$ cat config.mk
export PLATFORM = sky130hd
export DESIGN_NAME = bcd_conversion_arbiter
export DESIGN_NICKNAME = d
export VERILOG_FILES = /design/src/rtl/bcd_conversion_arbiter.sv
export SDC_FILE = /design/constraint.sdc
export NUM_CORES = 1
export LEC_CHECK = 0
export BUFFER_PORTS_ARGS = -buffer_cell sky130_fd_sc_hd__buf_2
export CAP_MARGIN = 20
export CORE_ASPECT_RATIO = 1.25
export CORE_MARGIN = 3
export CORE_UTILIZATION = 39
export DETAILED_ROUTE_END_ITERATION = 8
export PLACE_DENSITY = 0.73
export SKIP_CTS_REPAIR_TIMING = 1
export SYNTH_ARGS = -nofsm -noshare
export SYNTH_HDL_FRONTEND = slang
export SYNTH_SLANG_ARGS = --single-unit
export TNS_END_PERCENT = 5
$ cat constraint.sdc
create_clock -name clk_i -period 2.1 [get_ports clk_i]
set_clock_uncertainty 0.2 [all_clocks]
set_input_delay 0.315 -clock clk_i [delete_from_list [all_inputs] [get_ports clk_i]]
set_output_delay 0.315 -clock clk_i [all_outputs]
set_load 0.02 [all_outputs]
$ cat src/rtl/bcd_conversion_arbiter.sv
// bcd_conversion_arbiter: round-robin sharing of one binary-to-BCD converter between NUM_REQ requesters
// Ports: clk_i/reset_i (sync active-high); req_i/binary_i requester side;
// done_o (one-hot pulse), bcd_o (held result), err_o (timeout pulse), busy_o, owner_o;
// conv_start_o/conv_binary_o/conv_ready_i/conv_done_i/conv_bcd_i converter side.
module bcd_conversion_arbiter #(
  parameter int NUM_REQ = 3,
  parameter int N       = 16,
  parameter int BCD_N   = 32,
  parameter int TIMEOUT = 64
) (
  input  logic                       clk_i,
  input  logic                       reset_i,
  input  logic [NUM_REQ-1:0]         req_i,
  input  logic [NUM_REQ*N-1:0]       binary_i,
  output logic [NUM_REQ-1:0]         done_o,
  output logic [BCD_N-1:0]           bcd_o,
  output logic                       err_o,
  output logic                       busy_o,
  output logic [$clog2(NUM_REQ)-1:0] owner_o,
  output logic                       conv_start_o,
  output logic [N-1:0]               conv_binary_o,
  input  logic                       conv_ready_i,
  input  logic                       conv_done_i,
  input  logic [BCD_N-1:0]           conv_bcd_i
);
  localparam int OW = $clog2(NUM_REQ);
  localparam int CW = $clog2(TIMEOUT);
  typedef enum logic [1:0] {S_IDLE, S_START, S_WAIT} state_t;
  state_t             r_state, w_next;
  logic [OW-1:0]      r_owner, r_rr, w_win;
  logic [N-1:0]       r_operand;
  logic [CW-1:0]      r_cnt;
  logic [NUM_REQ-1:0] r_done;
  logic [BCD_N-1:0]   r_bcd;
  logic               r_err, w_grant, w_capture, w_timeout;
  // Scan downward so the last hit, i.e. the first set bit at or above the rr pointer, wins
  always_comb begin
    w_win = '0;
    for (int i = NUM_REQ - 1; i >= 0; i--)
      if (req_i[(int'(r_rr) + i) % NUM_REQ]) w_win = OW'((int'(r_rr) + i) % NUM_REQ);
  end
  // Done has priority over a timeout landing in the same cycle
  assign w_grant   = r_state == S_IDLE && conv_ready_i && |req_i;
  assign w_capture = r_state == S_WAIT && conv_done_i;
  assign w_timeout = r_state == S_WAIT && !conv_done_i && r_cnt == CW'(TIMEOUT - 1);
  always_comb begin
    w_next = r_state;
    w_next = w_grant ? S_START : r_state == S_START ? S_WAIT : (w_capture || w_timeout) ? S_IDLE : r_state;
  end
  always_ff @(posedge clk_i)
    r_state <= reset_i ? S_IDLE : w_next;
  always_ff @(posedge clk_i) begin
    if (reset_i) begin
      r_owner   <= '0;
      r_rr      <= '0;
      r_operand <= '0;
      r_cnt     <= '0;
      r_done    <= '0;
      r_bcd     <= '0;
      r_err     <= 1'b0;
    end else begin
      r_done <= w_capture ? NUM_REQ'(1) << r_owner : '0;
      r_err  <= w_timeout;
      r_cnt  <= r_state == S_START ? '0 : r_state == S_WAIT ? r_cnt + CW'(1) : r_cnt;
      if (w_capture) r_bcd <= conv_bcd_i;
      if (w_grant) begin
        r_owner   <= w_win;
        r_operand <= binary_i[int'(w_win)*N +: N];
        r_rr      <= w_win == OW'(NUM_REQ - 1) ? '0 : w_win + OW'(1);
      end
    end
  end
  assign done_o        = r_done;
  assign bcd_o         = r_bcd;
  assign err_o         = r_err;
  assign busy_o        = r_state != S_IDLE;
  assign owner_o       = r_owner;
  assign conv_start_o  = r_state == S_START;
  assign conv_binary_o = r_operand;
endmodule

# Word-level counts from Yosys, hierarchy flattened
# Index checks and enable logic that the tools add are counted.
# op_classes
add_sub_neg	4
div_mod_pow	3
order_cmp	3
eq_ne	4
n_shift	2
mux	16
n_bitwise	1
reduce_logical	15
# op_table
cell	count
32-bit by 4-bit less-than comparator with 1-bit output, second input constant	3
32-bit by 3-bit remainder unit with 32-bit output, second input constant	2
48-bit by 7-bit indexed part select with 16-bit output	1
3-bit by 3-bit remainder unit with 32-bit output, second input constant	1
2-bit two-way mux	6
1-bit two-way mux	7
6-bit by 1-bit adder with 6-bit output, second input constant	1
1-bit binary-select mux with 2-bit select	3
6-bit == test, second input constant	1
2-bit OR reduction	3
1-bit logical AND	5
2-bit == test, second input constant	2
2-bit nonzero test	2
2-bit by 1-bit adder with 3-bit output, second input constant	1
2-bit by 2-bit adder with 3-bit output, second input constant	1
3-bit nonzero test	1
3-bit OR reduction	1
1-bit by 2-bit left shift with 3-bit output, first input constant	1
2-bit by 1-bit adder with 2-bit output, second input constant	1
2-bit by 1-bit == test with 1-bit output, second input constant	1
2-bit zero test	1
1-bit zero test	1
1-bit logical OR	1
1-bit NOT	1
# word_totals
ff_bits	64

# Logic depth before layout (Yosys ltp)
# depth
ltp_word	10
depth_mapped	9
mapped_depth_nobuf	7

# Least setup slack after synthesis
# Ideal clock, no wire load.
# synth_timing
kind	flip-flop to flip-flop
from	register r_rr[0]
to	register r_operand[2] (netlist: conv_binary_o[2])
setup_time_ps	132
arrival_ps	1802
slack_ps	-34
path_stages_with_launch	9
n_path_buf	1
cell_sequence	dfxtp_1 inv_1 ha_1 a22oi_1 o22ai_1 o21ai_4 buf_12 mux2i_1 o22ai_1
# synth_via
elab_chain_cells	9
elab_cells_between_ends	18
classes_between	add/sub: 2; div: 3; shift: 1; mux: 12
# synth_rtl
item	line_no	rtl
start: declaration	30	logic [OW-1:0] r_owner, r_rr, w_win;
start signal: assignment	69	r_rr <= w_win == OW'(NUM_REQ - 1) ? '0 : w_win + OW'(1);
2-bit by 2-bit adder with 3-bit output	40	if (req_i[(int'(r_rr) + i) % NUM_REQ]) w_win = OW'((int'(r_rr) + i) % NUM_REQ);
32-bit by 3-bit remainder unit with 32-bit output	40	
1-bit binary-select mux with 2-bit select	40	
1-bit two-way mux (not written as such) (2 in a row)	40	
2-bit two-way mux (2 in a row)	40	
2-bit two-way mux (*)	40	
48-bit by 7-bit indexed part select with 16-bit output (*)	68	r_operand <= binary_i[int'(w_win)*N +: N];
end signal: assignment	68	
end: declaration	31	logic [N-1:0] r_operand;
# Mark *: on every way between the ends. The rest lies on a longest branch, timed or not. The select of a mux whose other input is x is not followed.
# A chain may end at the register's enable or synchronous reset.

# Final worst setup path
# layout_timing
from	register r_rr[1]
to	register r_rr[0]
# layout_via
elab_chain_cells	10
elab_cells_between_ends	20
classes_between	add/sub: 3; div: 3; eq/ne: 1; mux: 13
# layout_rtl
item	line_no
2-bit by 2-bit adder with 3-bit output	40
32-bit by 3-bit remainder unit with 32-bit output	40
1-bit binary-select mux with 2-bit select	40
1-bit two-way mux (not written as such) (2 in a row)	40
2-bit two-way mux (2 in a row)	40
2-bit two-way mux (*)	40
2-bit by 1-bit adder with 2-bit output / 2-bit == test (equally long branches)	69
2-bit two-way mux (*)	69
# Marked as above.

==> impl_metrics.env <==
export IMPL_ant_nets=0
export IMPL_arrival_ns=2.13
export IMPL_grt_max_degree=33
export IMPL_clock_root_buffer="clkbuf_8"
export IMPL_grt_pass1_vias=2630
export IMPL_synthArstFlopShare_pct=0
export IMPL_p_int_mw=2.19
export IMPL_finalSetupTns_ns=-0.0215
export IMPL_swShare_pct=26.8
export IMPL_synthCells=333
export IMPL_drc_errors=0
export IMPL_clk_latency_ns=0.32
export IMPL_peakVddDrop_v=0.000491
export IMPL_cts_tree="done"
export IMPL_power_mw=3.00
export IMPL_report_final_slew_viol_count=0
export IMPL_whs_endpoint="err_o"
export IMPL_yosys_area_top_type="dfxtp_1"
export IMPL_synth_flop_cell="dfxtp_1"
export IMPL_powerDensity_nw_per_um2=765
export IMPL_wirelength_um=7380
export IMPL_fin_cells=573
export IMPL_layout_drive_gt1_share_pct=39.3
export IMPL_synthTopCellsByArea="dfxtp_1 (45%), nand2_1 (10%), mux2i_1 (6.7%)"
export IMPL_comb_power_share_pct=20.6
export IMPL_rsz0062_at_grt="true"
export IMPL_clkSinkCount=64
export IMPL_violations="setup timing"
export IMPL_slew_limit_headroom_pct=53.4
export IMPL_design_area_um2=3920
export IMPL_p_leak_nw=1.82
export IMPL_routed_via_count=2850
export IMPL_syn_area_um2=2820
export IMPL_netSwitchingPower_uw=803
export IMPL_r2r_end="r_rr[0]"
export IMPL_r2r_cells=7
export IMPL_start_util_pct=40.4
export IMPL_die_y_um=101
export IMPL_critPathRequiredTime_ns=2.11
export IMPL_min_delay_start="conv_done_i"
export IMPL_wl_per_cell_um=12.9
export IMPL_highest_layer="met4"
export IMPL_grt_usage_pct=17.2
export IMPL_yosysWarnings=0
export IMPL_rows=34
export IMPL_cts_htree_levels=3
export IMPL_ys_seq_elements=64
export IMPL_grt_ovfl_total=0
export IMPL_wl_met3_um=652
export IMPL_placed_cell_area_um2=3650
export IMPL_cp_max_fo=4
export IMPL_grt_pass1_wl_um=11100
export IMPL_cp_start_kind="register"
export IMPL_layout_nets=570
export IMPL_drt_vias_per_instance=4.97
export IMPL_placed_cells=557
export IMPL_synth_edf_count=0
export IMPL_whs_ns=0.0152
export IMPL_crit_path_end_kind="register"
export IMPL_drtIter0Drc=93
export IMPL_finish_utilization_pct=56.2
export IMPL_startpoint="r_rr[1]"
export IMPL_m1WireLength_um=2960
export IMPL_clockPowerShare_pct=35.8
export IMPL_cts_buffers=9
export IMPL_setup_viol=1
export IMPL_setup_slack_ns=-0.0215
export IMPL_syn_nets=424
export IMPL_antenna_cells=0
export IMPL_netlist_area_leader_share_pct=45.5
export IMPL_clk_pin_slew_ns=0.07
export IMPL_critPathKind="register to register"
export IMPL_hold_class="primary input to register"
export IMPL_numPortBuffers=142
export IMPL_reg2reg_slack_ns=-0.02
export IMPL_timing_rr_start="r_rr[1]"
export IMPL_period_share_pct=101
export IMPL_ys_types=42
export IMPL_die_w_um=82.0
export IMPL_avgSynthCellArea_um2=8.47
export IMPL_dp_slack_ns=-0.248
export IMPL_route_met2_wl_um=3660
export IMPL_worstMarginPinSlew_ns=0.699
export IMPL_core_area_um2=6980
export IMPL_flow_area_growth_from_synthesis_pct=39.0
export IMPL_fin_crit_ns=2.12
export IMPL_seqPwrFrac_pct=43.6
export IMPL_antenna_found_initial=0
export IMPL_ys_seq_area_share_pct=45.5
export IMPL_io_pins=143
export IMPL_dr_pass1_iters=5
export IMPL_outcome="complete, but fails checks"
export IMPL_hold_depth=2
export IMPL_clockBufferDepth=2
export IMPL_hold_violations=0
export IMPL_dpl_hpwl_um=5540
export IMPL_clock_fmax_ghz=0.471
export IMPL_dieArea_um2=8290
export IMPL_gp_congestion=0.723
export IMPL_maxCapViolCount=0
==> placed cells by master, fill, tap and decap left out, types with 3 or more instances in the layout <==
cell	synthesis	final
clkbuf_8	0	12
nor3_1	3	3
buf_4	0	16
o22ai_1	17	15
dfxtp_1	64	62
a31oi_1	17	17
a21oi_1	37	37
o22ai_2	1	3
inv_1	6	5
nand2_1	76	76
nor2_1	11	11
buf_2	3	142
and2_1	17	17
or3_1	3	3
mux2i_1	19	19
==> kinds of logic after synthesis <==
| family | Yosys count | share of synthesized area (%) |
|---|---|---|
| AND/OR/NAND/NOR | 130 | 21.6 |
| adder cells (fa/ha/maj) | 4 | 1.78 |
| AO/OA/AOI/OAI | 81 | 17.7 |
| XOR/XNOR | 4 | 1.24 |
| flip-flops | 64 | 45.5 |
| buffers and inverters | 30 | 5.01 |
| multiplexers | 20 | 7.28 |
==> routing by layer <==
metal / vias up / track usage (%)
met5: - / 0
li1: 1440 / -
met2: 125 / 30.2
met3: 9 / 4.92
met4: 0 / 7.80
met1: 1276 / 18.7
==> worst max-delay path by stage <==
stage	endpoint	slack, ns	depth (start not counted)
final	r_rr[0]	-0.02	7
after global routing	owner_o[0]	-0.15	7
after CTS	conv_binary_o[1]	-0.26	7
after detailed placement	conv_binary_o[1]	-0.25	7
after global placement	conv_binary_o[1]	-0.17	7
after floorplan	conv_binary_o[2]	0.06	8
==> power groups by stage <==
stage               clock network, mW  logic, mW  registers, mW
global placement                    0      0.572           1.33
CTS                              1.10      0.586           1.30
floorplan                           0      0.324           1.39
finish                           1.07      0.618           1.31
global route                     1.16      0.671           1.31
detailed placement                  0      0.585           1.33
==> state kept, by name, summed over array words and instances, names as in the netlist <==
register	count
owner_o	2
done_o	3
r_rr	2
r_cnt	6
r_state	2
err_o	1
conv_binary_o	16
bcd_o	32
==> synthesized netlist by cell type, types with 2 or more instances <==
master and instances:
nand2_1 76, dfxtp_1 64, a21oi_1 37, mux2i_1 19, a31oi_1 17, and2_1 17
clkbuf_1 17, o22ai_1 17, nor2_1 11, inv_1 6, ha_1 4, buf_2 3
nor3_1 3, or3_1 3, a211oi_1 2, and3_1 2, nand3_1 2, nand3b_1 2
nor2b_1 2, nor3b_1 2, nor4b_1 2, o21ai_0 2, or2_2 2, xnor2_1 2
xor2_1 2
==> cell type report <==
class | instances | area, um^2
clock buffer | 12 | 165
clock inverter | 3 | 40.0
fill | 652 | 3060
inverter | 6 | 22.5
multi-input combinational | 239 | 1440
sequential | 64 | 1290
tap | 90 | 113
timing repair buffer | 159 | 851
==> worst max-delay path, cell delays in order (launching register included) <==
cell,delay [ns]
dfxtp_4,0.38
inv_2,0.05
ha_4,0.17
mux2_4,0.32
a2111oi_0,0.47
o21ai_0,0.17
or3b_1,0.19
a21oi_1,0.06
No activity file was read; power rests on OpenSTA's default activity.
